### src/rtl/risc_spm_loader.sv
// Boot-time loader: parses checksummed ADDR/LEN/DATA/CHK packets from a byte stream,
// writes the payload to SRAM and releases the RISC_SPM core once a good terminator arrives.
module risc_spm_loader #(
    parameter int unsigned WordSize = 8,
    parameter int unsigned AddrSize = 8
) (
    input  logic                clk_i,
    input  logic                rst_ni,
    input  logic [WordSize-1:0] in_data_i,
    input  logic                in_valid_i,
    output logic                in_ready_o,
    output logic [AddrSize-1:0] mem_addr_o,
    output logic [WordSize-1:0] mem_data_o,
    output logic                mem_write_o,
    output logic                cpu_rst_o,
    output logic                load_done_o,
    output logic                load_err_o
);

    typedef enum logic [2:0] {
        StAddr,
        StLen,
        StData,
        StChk,
        StDone,
        StErr
    } state_e;

    state_e              state_q, state_d;
    logic [AddrSize-1:0] ptr_q, ptr_d;
    logic [WordSize-1:0] cnt_q, cnt_d;
    logic [WordSize-1:0] sum_q, sum_d;
    logic                term_q, term_d;
    logic                in_ready_q, in_ready_d;
    logic                mem_write_q, mem_write_d;
    logic [AddrSize-1:0] mem_addr_q, mem_addr_d;
    logic [WordSize-1:0] mem_data_q, mem_data_d;

    logic                accept;
    logic [WordSize-1:0] sum_next;

    assign accept   = in_valid_i && in_ready_q;
    assign sum_next = sum_q + in_data_i;

    always_ff @(posedge clk_i or negedge rst_ni) begin
        if (!rst_ni) begin
            state_q     <= StAddr;
            ptr_q       <= '0;
            cnt_q       <= '0;
            sum_q       <= '0;
            term_q      <= 1'b0;
            in_ready_q  <= 1'b0;
            mem_write_q <= 1'b0;
            mem_addr_q  <= '0;
            mem_data_q  <= '0;
        end else begin
            state_q     <= state_d;
            ptr_q       <= ptr_d;
            cnt_q       <= cnt_d;
            sum_q       <= sum_d;
            term_q      <= term_d;
            in_ready_q  <= in_ready_d;
            mem_write_q <= mem_write_d;
            mem_addr_q  <= mem_addr_d;
            mem_data_q  <= mem_data_d;
        end
    end

    always_comb begin
        state_d     = state_q;
        ptr_d       = ptr_q;
        cnt_d       = cnt_q;
        sum_d       = sum_q;
        term_d      = term_q;
        mem_write_d = 1'b0;
        mem_addr_d  = mem_addr_q;
        mem_data_d  = mem_data_q;
        if (accept) begin
            unique case (state_q)
                StAddr: begin
                    ptr_d   = AddrSize'(in_data_i);
                    sum_d   = in_data_i;
                    state_d = StLen;
                end
                StLen: begin
                    cnt_d   = in_data_i;
                    sum_d   = sum_next;
                    term_d  = (in_data_i == '0);
                    state_d = (in_data_i == '0) ? StChk : StData;
                end
                StData: begin
                    mem_write_d = 1'b1;
                    mem_addr_d  = ptr_q;
                    mem_data_d  = in_data_i;
                    ptr_d       = ptr_q + 1'b1;
                    cnt_d       = cnt_q - 1'b1;
                    sum_d       = sum_next;
                    if (cnt_q == WordSize'(1)) begin
                        state_d = StChk;
                    end
                end
                StChk: begin
                    if (sum_next != '0) begin
                        state_d = StErr;
                    end else if (term_q) begin
                        state_d = StDone;
                    end else begin
                        state_d = StAddr;
                    end
                end
                default: ;
            endcase
        end
        // Ready is registered, so it must drop together with entry into a terminal state.
        in_ready_d = (state_d != StDone) && (state_d != StErr);
    end

    always_comb begin
        in_ready_o  = in_ready_q;
        mem_write_o = mem_write_q;
        mem_addr_o  = mem_addr_q;
        mem_data_o  = mem_data_q;
        cpu_rst_o   = (state_q == StDone);
        load_done_o = (state_q == StDone);
        load_err_o  = (state_q == StErr);
    end

endmodule

### config.mk
export PLATFORM = sky130hd
export DESIGN_NAME = risc_spm_loader
export DESIGN_NICKNAME = d
export VERILOG_FILES = /design/src/rtl/risc_spm_loader.sv
export SDC_FILE = /design/constraint.sdc
export NUM_CORES = 1
export LEC_CHECK = 0
export ABC_AREA = 1
export BUFFER_PORTS_ARGS = -buffer_cell sky130_fd_sc_hd__buf_2
export CAP_MARGIN = 5
export CORE_AREA = 3 3 116 90
export DETAILED_ROUTE_END_ITERATION = 8
export DIE_AREA = 0 0 119 93
export GPL_ROUTABILITY_DRIVEN = 0
export PLACE_DENSITY = 0.54
export SYNTH_ARGS = -nofsm -noshare
export SYNTH_HDL_FRONTEND = slang
export SYNTH_SLANG_ARGS = --single-unit
### constraint.sdc
create_clock -name clk_i -period 2.2 [get_ports clk_i]
set_input_delay 0.11 -clock clk_i [delete_from_list [all_inputs] [get_ports clk_i]]
set_output_delay 0.11 -clock clk_i [all_outputs]
set_load 0.02 [all_outputs]
# ---- After elaboration in Yosys (flattened, before gate mapping)
# Cells that the tools add are included.
dict set report totals {
  reg_bits 46
  latch_bits 0
  ramBits 0
  rom_bits 0
  input_bits 11
  output_inout_bits 21
  elab_cells 45
  n_memories 0
}
dict set report classes {
  add_sub_neg 3
  multipliers 0
  div 0
  order_cmp 0
  n_eq_ne 8
  n_shift 0
  mux 11
  n_bitwise 0
  n_reduce_logical 14
}
# op count
set ops {}
lappend ops {{$pmux 8 s2} 3}
lappend ops {{$mux 3} 4}
lappend ops {{$pmux 3 s4} 1}
lappend ops {{$reduce_and 2->1} 5}
lappend ops {{$add 8x1->8 const B} 1}
lappend ops {{$add 8x8->8} 1}
lappend ops {{$eq 8x1->1 const B} 1}
lappend ops {{$logic_not 8->1} 1}
lappend ops {{$reduce_bool 8->1} 1}
lappend ops {{$sub 8x1->8 const B} 1}
lappend ops {{$eq 3x2->1 const B} 2}
lappend ops {{$eq 3x3->1 const B} 2}
lappend ops {{$ne 3x3->1 const B} 2}
lappend ops {{$reduce_bool 2->1} 3}
lappend ops {{$eq 3x1->1 const B} 1}
lappend ops {{$logic_not 3->1} 1}
lappend ops {{$mux 1} 3}
lappend ops {{$logic_and 1x1->1} 2}
lappend ops {{$reduce_or 2->1} 1}

# ---- Longest topological paths before layout
# Gate-level depths: netlist of run 1.
dict set report logic_depth {
  ltp_word 7
  ltp_mapped 15
  ltp_nobuf 15
}

# ---- Least setup slack after synthesis of run 1
# Ideal clock, no wire load.
dict set report synth_timing {
  path_kind {reg2reg}
  start {register sum_q[0]}
  end {register state_q[2]}
  setup_time_ns 0.124
  t_arrival_ns 1.614
  required_time_ns 2.076
  path_slack_ns 0.462
  stages_incl_launch_ff 14
  n_path_buf 0
  synth_period_minus_slack_ns 1.738
  path_cell_list {dfrtp_1 > ha_1 > inv_1 > fa_1 > inv_1 > nand2_1 > nand2_1 > nand3_1 > nand3_1 > nand2_1 > nor2_1 > nand3_1 > nand2_1 > nand2_1}
}
dict set report synth_between {
  elab_chain_cells 5
}
# element line_no
set synth_lines {}
lappend synth_lines {{start, declared} 32} ;# logic [WordSize-1:0] sum_q, sum_d;
lappend synth_lines {{start signal, assigned} 60} ;# sum_q <= sum_d;
lappend synth_lines {{$add 8x8->8} 43} ;# assign sum_next = sum_q + in_data_i;
lappend synth_lines {{$reduce_bool 8->1} 103} ;# if (sum_next != '0) begin
lappend synth_lines {{$mux 3} 103}
lappend synth_lines {{$pmux 3 s4} 79} ;# unique case (state_q)
lappend synth_lines {{$mux 3} 78} ;# if (accept) begin
lappend synth_lines {{named net state_d[2]} 29} ;# state_e state_q, state_d;
lappend synth_lines {{end signal, assigned} 47} ;# state_q <= StAddr;
lappend synth_lines {{end signal, assigned} 57} ;# state_q <= state_d;
lappend synth_lines {{end, declared} 29}
# The timed path passes the listed nets, and every way through them passes these cells.
# A chain may end at the register's enable or synchronous reset.

# ---- Worst setup path after layout of run 1
# Same ends and word-level chain as after synthesis.

==> summary.md, run 1 <==
- area occupied by multi-input gates: 1300 sq um
- post-synthesis sequential element count: 46
- DIE AREA: 11100 sq um
- sequential cell area fraction in the yosys report: 0.428
- number of standard-cell rows in the floorplan: 31
- number of max-cap violations: 0
- cell depth of the worst hold path: 3
- count of input and output buffers: 31
- final count of negative-setup-slack endpoints: 0
- Initial Utilization: 0.283
- combinational power share: 0.060
- clock tree root buffer cell: sky130_fd_sc_hd__clkbuf_16
- post-cts gate resize count: 0
- Die Y-Extent: 93 um
- peak supply drop: 0.369 mV
- number of nets in the synthesized netlist: 372
- num ports: 32
- Hold Path Class: in2reg
- top cells by area in the synthesized netlist: sky130_fd_sc_hd__dfrtp_1 43%, sky130_fd_sc_hd__nand2_1 13%, sky130_fd_sc_hd__inv_1 5.6%
- Worst-Margin Slew: 0.595 ns
- Critical Path Sink: state_q[2]$_DFF_PN0_
- largest buffer count on any clock path: 2
- remaining design rule violation count: 0
- kind of cell adding the most delay to the critical path: simple AND/OR/NAND/NOR gates
- Async SR Flop Fraction: 1.00
- share of the clock period used by the worst path after layout: 0.876
- clock group share of total power: 0.441
- average instance area after synthesis: 7.68 sq um
- number of enable flip-flop cells after synthesis: 0
- worst path buffer plus inverter count: 2
- routed wire length: 6390 um
- skew final: 0.00679 ns
- Syn Std Cell Area: 2690 sq um
- TritonCTS clock tree: done
- top library cells by usage in the layout, fill and taps aside: 96 x sky130_fd_sc_hd__nand2_1, 46 x sky130_fd_sc_hd__dfrtp_1, 40 x sky130_fd_sc_hd__inv_1
- drt pass-1 iters: 6
- time the final worst path needs with I/O delays and setup: 1.93 ns
- max-slew violation total from the final report: 0
- critical path endpoint category: flop
- data required time at the worst endpoint: 2.37 ns
- worst stage delay on the critical path: 0.40 ns
- largest area contributor in the netlist: sky130_fd_sc_hd__dfrtp_1
- worst reg2reg endpoint: state_q[2]$_DFF_PN0_
- Avg WL per Cell: 12.3 um
- overall via count from detail_route: 2305
- Yosys Warn Count: 0
- final instance count without filler cells: 519
- clock latency on the worst-skew pair: 0.28 ns
- mean number of vias per cell: 4.44
- CTS Buf Count: 5
- Placed Cells incl. Taps: 510
- crit start category: flop
- Placeable Area: 9500 sq um
- Flop pwr share: 0.499
- Area Growth Syn to Fin: 16.8%
- total routing usage reported by global routing: 0.123
- most used flip-flop cell after synthesis: sky130_fd_sc_hd__dfrtp_1
- Synth cell types: 33
- count of final hold-check violations: 0
- number of levels the H-tree was split into: 2
- most common library cell in the layout ignoring fill and taps: sky130_fd_sc_hd__nand2_1
- sw frac: 0.235
- worst reg2reg path startpoint: sum_q[0]$_DFFE_PN0P_
- count of fill cells added during filler insertion: 1030
- synthesized instance count: 350
- power per cell area: 540 nW/um^2
- register-to-register path setup slack: 0.27 ns
- Lkg Pwr: 0.00164 uW
- area used by sequential logic in the layout: 1150 sq um
- worst max-slew margin expressed relative to the limit: 0.603
- FMAX: 0.519 GHz
- WP data arrival: 2.10 ns
- Crit Path Max Fanout: 3
- worst setup path startpoint: sum_q[0]$_DFFE_PN0P_
- WS Path Type: reg2reg
- largest net degree at the start of global routing: 47
- width of the die: 119 um
- number of antenna violations at the first check in global routing: 0
- cell with the biggest individual delay on the critical path: sky130_fd_sc_hd__fa_1
- setup total negative slack: 0 ns
- result of the run: finished clean
- number of diodes added for antenna fixing: 0
- detailed-placement wirelength estimate: 4830 um
- post-synth top area share: 0.428
- cells on worst reg2reg path: 13
- most frequent CP cell: sky130_fd_sc_hd__nand2_1
- GR Overflow Total: 0
- setup repair after global routing missed its margin: false
- crit-path cells: ha_1, inv_1, fa_1, inv_1, nand2_1, nand2_1, nand3_1, nand2_1, nand3_1, nor2_1, nand3_1, nand2_1, nand2_1
- vias in the first global route: 2163
- CP Depth: 13
- fraction of layout instances using a drive strength above 1: 0.183
- global-route wire length before repair: 11100 um
- TritonCTS Sinks: 46
- antenna-violating nets left: 0
- power spent charging and discharging nets: 398 uW
- Total Nets Final: 408
- Clock Pin Slew Worst Setup and Hold Paths: 0.07 ns
- design internal power: 1300 uW
- Iter 0 DRT Violations: 197
==> cell families after synthesis <==
logic type,count (synthesis),synth area share
simple gates,169,0.270
compound gates,65,0.146
buf+inv,55,0.0894
flops,46,0.428
fa+ha+maj,11,0.0540
xor+xnor,4,0.0130
==> cell usage after synthesis, types with 4 or more instances <==
library cell,n
sky130_fd_sc_hd__a21oi_1,16
sky130_fd_sc_hd__a31oi_1,10
sky130_fd_sc_hd__buf_2,4
sky130_fd_sc_hd__dfrtp_1,46
sky130_fd_sc_hd__ha_1,10
sky130_fd_sc_hd__inv_1,40
sky130_fd_sc_hd__inv_2,6
sky130_fd_sc_hd__nand2_1,96
sky130_fd_sc_hd__nand3_1,20
sky130_fd_sc_hd__nor2_1,39
sky130_fd_sc_hd__o21ai_0,20
sky130_fd_sc_hd__o21ai_2,11
==> power groups by stage <==
stage	sequential, uW	clock, uW	combinational, uW
floorplan	862	0	51.5
global placement	862	0	103
detailed placement	862	0	102
CTS	845	768	104
global route	845	813	120
finish	845	748	102
==> worst min path at each step <==
stage | start | end | slack [ns]
after floorplan | rst_ni | cnt_q[0]$_DFFE_PN0P_ | -0.19
after global placement | rst_ni | sum_q[2]$_DFFE_PN0P_ | 0.25
after detailed placement | rst_ni | mem_data_o[1]$_DFFE_PN0P_ | 0.25
after CTS | in_data_i[0] | mem_data_o[0]$_DFFE_PN0P_ | 0.10
after global routing | in_data_i[6] | mem_data_o[6]$_DFFE_PN0P_ | 0.13
final | in_data_i[0] | mem_data_o[0]$_DFFE_PN0P_ | 0.10
==> final cells by class <==
cell class                 instances  area share
inverter                          47      0.0570
multi-input combinational        249       0.413
clock buffer                       5      0.0399
clock inverter                     3     0.00598
tap                              132      0.0526
sequential                        46       0.367
timing repair buffer              37      0.0646
==> stage by stage <==
stage | hold slack, ns | setup WS, ns | utilization | instance area (sq um) | total power [uW]
after floorplan | -0.186 | 0.462 | - | 2690 | 913
after global placement | 0.249 | 0.329 | 0.314 | 2980 | 964
after detailed placement | 0.252 | 0.280 | 0.314 | 2980 | 964
after CTS | 0.100 | 0.268 | 0.330 | 3140 | 1720
after global routing | 0.127 | 0.0589 | 0.330 | 3140 | 1780
final | 0.101 | 0.272 | 0.330 | 3140 | 1700
==> timing repair <==
| action | in CTS | in global routing |
|---|---|---|
| hold endpoints to repair | 46 | 0 |
| buffers inserted | 0 | 0 |
| hold buffers | 1 | 0 |
==> worst reg2reg max path, delay by kind of cell, from the launching register on <==
family	cells	cell delay [ns]
buffers and inverters	2	0.13
adder cells (fa/ha/maj)	2	0.58
AND/OR/NAND/NOR	9	0.76
flip-flops	1	0.34
==> sequential cells by signal, indices dropped and copies added, names as in the netlist <==
| signal | count |
|---|---|
| sum_q | 8 |
| cnt_q | 8 |
| mem_data_o | 8 |
| mem_write_o | 1 |
| in_ready_o | 1 |
| state_q | 3 |
| ptr_q | 8 |
| term_q | 1 |
| mem_addr_o | 8 |
==> metal layers <==
metal,routed length [um],vias to the layer above,track usage
met4,27,0,0.0203
met3,378,2,0.0254
li1,-,1205,-
met5,0,-,0
met1,3400,1044,0.190
met2,2590,54,0.179
Note: power is estimated with default switching activity, not from simulation.
==> inputs of run 2 (changes only) <==
==> constraint.sdc (replaced) <==
create_clock -name clk_i -period 2 [get_ports clk_i]
set_input_delay 0.1 -clock clk_i [delete_from_list [all_inputs] [get_ports clk_i]]
set_output_delay 0.1 -clock clk_i [all_outputs]
set_load 0.02 [all_outputs]
==> run 2 against run 1 <==
  * Core utilization grew 0.70 points
  * Fmax increased by 2.3%
  * Largest power group is now clock
  * Register-to-register slack worse by 0.16 ns
  * Sequential share of layout area down 0.76 points
  * First-iteration DRC count is 23% higher
  * Critical path type unchanged
  * Clock skew up 0.00052 ns
==> summary.md, run 2 (synthesized netlist as in run 1, its figures left out) <==
- result of the run: finished clean
- total routing usage reported by global routing: 0.123
- largest net degree at the start of global routing: 47
- Flop pwr share: 0.469
- fraction of layout instances using a drive strength above 1: 0.209
- clock group share of total power: 0.471
- smallest setup slack after layout: 0.115 ns
- Avg WL per Cell: 12.5 um
- number of standard-cell rows in the floorplan: 31
- standard cell area after detailed placement: 2980 sq um
- worst max-slew margin expressed relative to the limit: 0.605
- design internal power: 1560 uW
- routed wire length: 6490 um
- clock latency on the worst-skew pair: 0.29 ns
- critical path endpoint category: flop
- design area: 3200 sq um
- Area Growth Syn to Fin: 19.2%
- area used by sequential logic in the layout: 1150 sq um
- area occupied by multi-input gates: 1340 sq um
- sw frac: 0.214
- remaining design rule violation count: 0
- num ports: 32
- max-slew violation total from the final report: 0
- worst path buffer plus inverter count: 1
- Die Y-Extent: 93 um
- data required time at the worst endpoint: 2.17 ns
- top library cells by usage in the layout, fill and taps aside: 93 x sky130_fd_sc_hd__nand2_1, 46 x sky130_fd_sc_hd__dfrtp_1, 40 x sky130_fd_sc_hd__inv_1
- peak supply drop: 0.288 mV
- crit-path cells: ha_2, inv_1, fa_2, nand2_1, nor2_2, nand3_2, nor2_4, nand3_1, nand2_1, nand2_1
- GR Overflow Total: 0
- count of fill cells added during filler insertion: 1039
- most common library cell in the layout ignoring fill and taps: sky130_fd_sc_hd__nand2_1
- WS Path Type: reg2reg
- final count of negative-setup-slack endpoints: 0
- setup total negative slack: 0 ns
- number of antenna violations at the first check in global routing: 0
- vias in the first global route: 2120
- pre-CTS setup slack: 0.0746 ns
- most frequent CP cell: sky130_fd_sc_hd__nand2_1
- width of the die: 119 um
- overall via count from detail_route: 2340
- WP data arrival: 2.06 ns
- mean number of vias per cell: 4.50
- number of max-cap violations: 0
- count of input and output buffers: 31
- count of final hold-check violations: 0
- Lkg Pwr: 0.00164 uW
- register-to-register path setup slack: 0.11 ns
- cell with the biggest individual delay on the critical path: sky130_fd_sc_hd__fa_2
- Iter 0 DRT Violations: 243
- share of the clock period used by the worst path after layout: 0.943
- DIE AREA: 11100 sq um
- time the final worst path needs with I/O delays and setup: 1.89 ns
- global-route wire length before repair: 10900 um
- TritonCTS Sinks: 46
- power spent charging and discharging nets: 424 uW
- power per cell area: 619 nW/um^2
- crit start category: flop
- TritonCTS clock tree: done
- combinational power share: 0.060
- drt pass-1 iters: 4
- largest buffer count on any clock path: 2
- Hold Path Class: in2reg
- number of diodes added for antenna fixing: 0
- Total Nets Final: 409
- CTS Buf Count: 5
- Crit Path Max Fanout: 3
- kind of cell adding the most delay to the critical path: adder cells
- antenna-violating nets left: 0
- skew final: 0.00732 ns
- worst stage delay on the critical path: 0.54 ns
- Worst-Margin Slew: 0.593 ns
- clock tree root buffer cell: sky130_fd_sc_hd__clkbuf_16
- detailed-placement wirelength estimate: 4810 um
- Initial Utilization: 0.283
- Placeable Area: 9500 sq um
- number of levels the H-tree was split into: 2
- Clock Pin Slew Worst Setup and Hold Paths: 0.07 ns
- FMAX: 0.530 GHz
==> run 2: timing repair <==
item                                   in CTS  in global routing
setup endpoints to repair                   0                  3
gates resized for setup                     0                 12
hold buffers                                1                  0
endpoints found under the hold margin      46                  0
buffers inserted                            0                  1
==> run 2: layer usage <==
layer  wire [um]  track usage
met5           0            0
met4          70       0.0318
met1        3380        0.187
met3         337       0.0278
met2        2690        0.174
==> run 2: worst register-to-register path, stage by stage (launching register included) <==
cell and delay (ns):
sky130_fd_sc_hd__dfrtp_1 0.35, sky130_fd_sc_hd__ha_2 0.19, sky130_fd_sc_hd__inv_1 0.06, sky130_fd_sc_hd__fa_2 0.54, sky130_fd_sc_hd__nand2_1 0.06, sky130_fd_sc_hd__nor2_2 0.11
sky130_fd_sc_hd__nand3_2 0.10, sky130_fd_sc_hd__nor2_4 0.12, sky130_fd_sc_hd__nand3_1 0.11, sky130_fd_sc_hd__nand2_1 0.07, sky130_fd_sc_hd__nand2_1 0.06
==> run 2: final cells by class <==
| cell class | instances | share of cell area |
|---|---|---|
| sequential | 46 | 0.359 |
| tap | 132 | 0.0515 |
| clock inverter | 1 | 0.00937 |
| multi-input combinational | 249 | 0.417 |
| inverter | 47 | 0.0558 |
| timing repair buffer | 38 | 0.0656 |
| clock buffer | 7 | 0.0414 |
==> run 2: path summary, 6_finish.rpt <==
check,to,start,depth (start not counted)
setup / recovery,state_q[2]$_DFF_PN0_,sum_q[0]$_DFFE_PN0P_,10
hold / removal,mem_data_o[0]$_DFFE_PN0P_,in_data_i[0],3
setup reg to reg,state_q[2]$_DFF_PN0_,sum_q[0]$_DFFE_PN0P_,10
hold reg to reg,mem_addr_o[6]$_DFFE_PN0P_,mem_addr_o[6]$_DFFE_PN0P_,2
max in group asynchronous,state_q[0]$_DFF_PN0_,rst_ni,3
min in group asynchronous,sum_q[2]$_DFFE_PN0P_,rst_ni,3
==> run 2: metrics by stage <==
stage	hold WS (ns)	power, uW	util	cells
final	0.0928	1980	0.337	520
after global routing	0.115	2070	0.337	520
after CTS	0.0900	2010	0.332	519
after detailed placement	0.241	1060	0.314	510
after global placement	0.238	1060	0.314	510
after floorplan	-0.196	1000	-	350
==> run 2: power by group through the flow <==
stage	logic (uW)	clock network (uW)	registers [uW]
final	119	933	930
after global routing	138	1000	929
after CTS	115	965	930
after detailed placement	113	0	948
after global placement	112	0	948
after floorplan	56.6	0	948
==> inputs of run 3 (changes only) <==
--- a/config.mk
+++ b/config.mk
@@ -7,7 +7,7 @@
 export LEC_CHECK = 0
 export ABC_AREA = 1
 export BUFFER_PORTS_ARGS = -buffer_cell sky130_fd_sc_hd__buf_2
-export CAP_MARGIN = 5
+export CAP_MARGIN = 20
 export CORE_AREA = 3 3 116 90
 export DETAILED_ROUTE_END_ITERATION = 8
 export DIE_AREA = 0 0 119 93
==> constraint.sdc (replaced) <==
create_clock -name clk_i -period 1.9 [get_ports clk_i]
set_input_delay 0.095 -clock clk_i [delete_from_list [all_inputs] [get_ports clk_i]]
set_output_delay 0.095 -clock clk_i [all_outputs]
set_load 0.02 [all_outputs]
==> run 3 against run 2 <==
  * Sequential share of layout area shrank 0.62 points
  * Largest cell class unchanged
  * Routed wire length fell by 0.51%
  * Critical path type unchanged
  * Global-route usage increased by 0.088 points
  * Critical path depth grew 1
==> summary.md, run 3 (synthesized netlist as in run 1, its figures left out) <==
- number of levels the H-tree was split into: 2
- number of standard-cell rows in the floorplan: 31
- num ports: 32
- Avg WL per Cell: 12.3 um
- mean number of vias per cell: 4.42
- number of diodes added for antenna fixing: 0
- Clock Pin Slew Worst Setup and Hold Paths: 0.06 ns
- number of antenna violations at the first check in global routing: 0
- antenna-violating nets left: 0
- largest buffer count on any clock path: 2
- drt pass-1 iters: 4
- count of input and output buffers: 31
- cell with the biggest individual delay on the critical path: sky130_fd_sc_hd__fa_2
- share of the clock period used by the worst path after layout: 0.961
- Die Y-Extent: 93 um
- peak supply drop: 0.430 mV
- power per cell area: 648 nW/um^2
- crit start category: flop
- Crit Path Max Fanout: 2
- worst stage delay on the critical path: 0.54 ns
- standard cell area after detailed placement: 3010 sq um
- Iter 0 DRT Violations: 190
- FMAX: 0.548 GHz
- routed wire length: 6450 um
- area used by sequential logic in the layout: 1150 sq um
- count of fill cells added during filler insertion: 980
- most common library cell in the layout ignoring fill and taps: sky130_fd_sc_hd__nand2_1
- fraction of the core area covered by cells at the end of the flow: 0.343
- vias in the first global route: 2228
- number of max-cap violations: 0
- skew final: 0.00263 ns
- Placeable Area: 9500 sq um
- clock latency on the worst-skew pair: 0.28 ns
- fraction of layout instances using a drive strength above 1: 0.237
- worst path buffer plus inverter count: 1
- largest net degree at the start of global routing: 47
- count of final hold-check violations: 0
- DIE AREA: 11100 sq um
- design area: 3260 sq um
- area occupied by multi-input gates: 1360 sq um
- data required time at the worst endpoint: 2.13 ns
- pre-CTS setup slack: -0.0206 ns
- result of the run: finished clean
- critical path endpoint category: flop
- Lkg Pwr: 0.00166 uW
- GR Overflow Total: 0
- total routing usage reported by global routing: 0.124
- overall via count from detail_route: 2317
- Total Nets Final: 413
- worst max-slew margin expressed relative to the limit: 0.593
- Hold Path Class: in2reg
- Area Growth Syn to Fin: 21.3%
- global-route wire length before repair: 10900 um
- clock tree root buffer cell: sky130_fd_sc_hd__clkbuf_16
- kind of cell adding the most delay to the critical path: adder cells
- Worst-Margin Slew: 0.610 ns
- WP data arrival: 2.05 ns
- setup repair after global routing missed its margin: true
- time the final worst path needs with I/O delays and setup: 1.83 ns
- TritonCTS Sinks: 46
- Initial Utilization: 0.283
- WS Path Type: reg2reg
- CTS Buf Count: 5
- remaining design rule violation count: 0
- detailed-placement wirelength estimate: 4860 um
- width of the die: 119 um
- most frequent CP cell: sky130_fd_sc_hd__nand2_1
- smallest setup slack after layout: 0.0740 ns
- TritonCTS clock tree: done
- top library cells by usage in the layout, fill and taps aside: 90 x sky130_fd_sc_hd__nand2_1, 46 x sky130_fd_sc_hd__dfrtp_1, 38 x sky130_fd_sc_hd__inv_1
- Final Hold Slack: 0.100 ns
- final count of negative-setup-slack endpoints: 0
- crit-path cells: ha_2, inv_2, fa_2, nand2_1, nor2_2, nand3_2, nor2_2, nand3_1, nand2_1, nand2_1, nand2_1
- max-slew violation total from the final report: 0
## run 3: final timing paths
check | from | slack, ns | cells after the start | endpoint
worst min register to register | mem_addr_o[1]$_DFFE_PN0P_ | 0.47 | 2 | mem_addr_o[1]$_DFFE_PN0P_
worst max register to register | sum_q[0]$_DFFE_PN0P_ | 0.07 | 11 | in_ready_o$_DFF_PN0_
max in group asynchronous | rst_ni | 1.05 | 3 | ptr_q[0]$_DFFE_PN0P_
min in group asynchronous | rst_ni | 0.44 | 3 | sum_q[1]$_DFFE_PN0P_
worst max-delay path | sum_q[0]$_DFFE_PN0P_ | 0.07 | 11 | in_ready_o$_DFF_PN0_
worst min-delay path | in_data_i[6] | 0.10 | 3 | mem_data_o[6]$_DFFE_PN0P_
## run 3: worst min-delay path, delay by kind of cell
family        cells  cell delay, ns
buf+inv           1            0.14
simple gates      2            0.12
## run 3: per-stage QoR
| step | total power [uW] | instances | TNS, ns |
|---|---|---|---|
| 3_3_place_gp | 1120 | 514 | 0 |
| 5_1_grt | 2200 | 524 | -0.111 |
| 3_5_place_dp | 1120 | 514 | -0.0411 |
| 6_report | 2110 | 524 | 0 |
| 2_1_floorplan | 1060 | 350 | 0 |
| 4_1_cts | 2130 | 523 | 0 |
## run 3: what timing repair did
action | 4_1_cts | 5_1_grt
setup buffers | 0 | 1
endpoints found under the setup margin | 2 | 3
hold buffers | 1 | 0
pin swaps | 1 | 10
resized for setup | 1 | 18
gates cloned | 0 | 0
endpoints found under the hold margin | 46 | 0
## run 3: per-layer routing
metal  up-vias  global-route usage  routed length (um)
met1      1036               0.180                3430
met5         -                   0                   0
met2        59               0.183                2620
met3         4              0.0320                 354
met4         0              0.0318                  43
li1       1218                   -                   -
## run 3: cell type report
| type | count | area share |
|---|---|---|
| clock inverter | 3 | 0.0138 |
| timing repair buffer | 42 | 0.0737 |
| sequential | 46 | 0.353 |
| inverter | 47 | 0.0549 |
| tap | 132 | 0.0507 |
| multi-input combinational | 249 | 0.416 |
| clock buffer | 5 | 0.0384 |
## run 3: power breakdown
part	switching [uW]	internal, uW	leakage (uW)	total (uW)
Clock	380	620	0.0000760	1000
Combinational	92.2	42.1	0.00101	134
Sequential	0.0000000962	979	0.000575	979
Total	472	1640	0.00166	2110
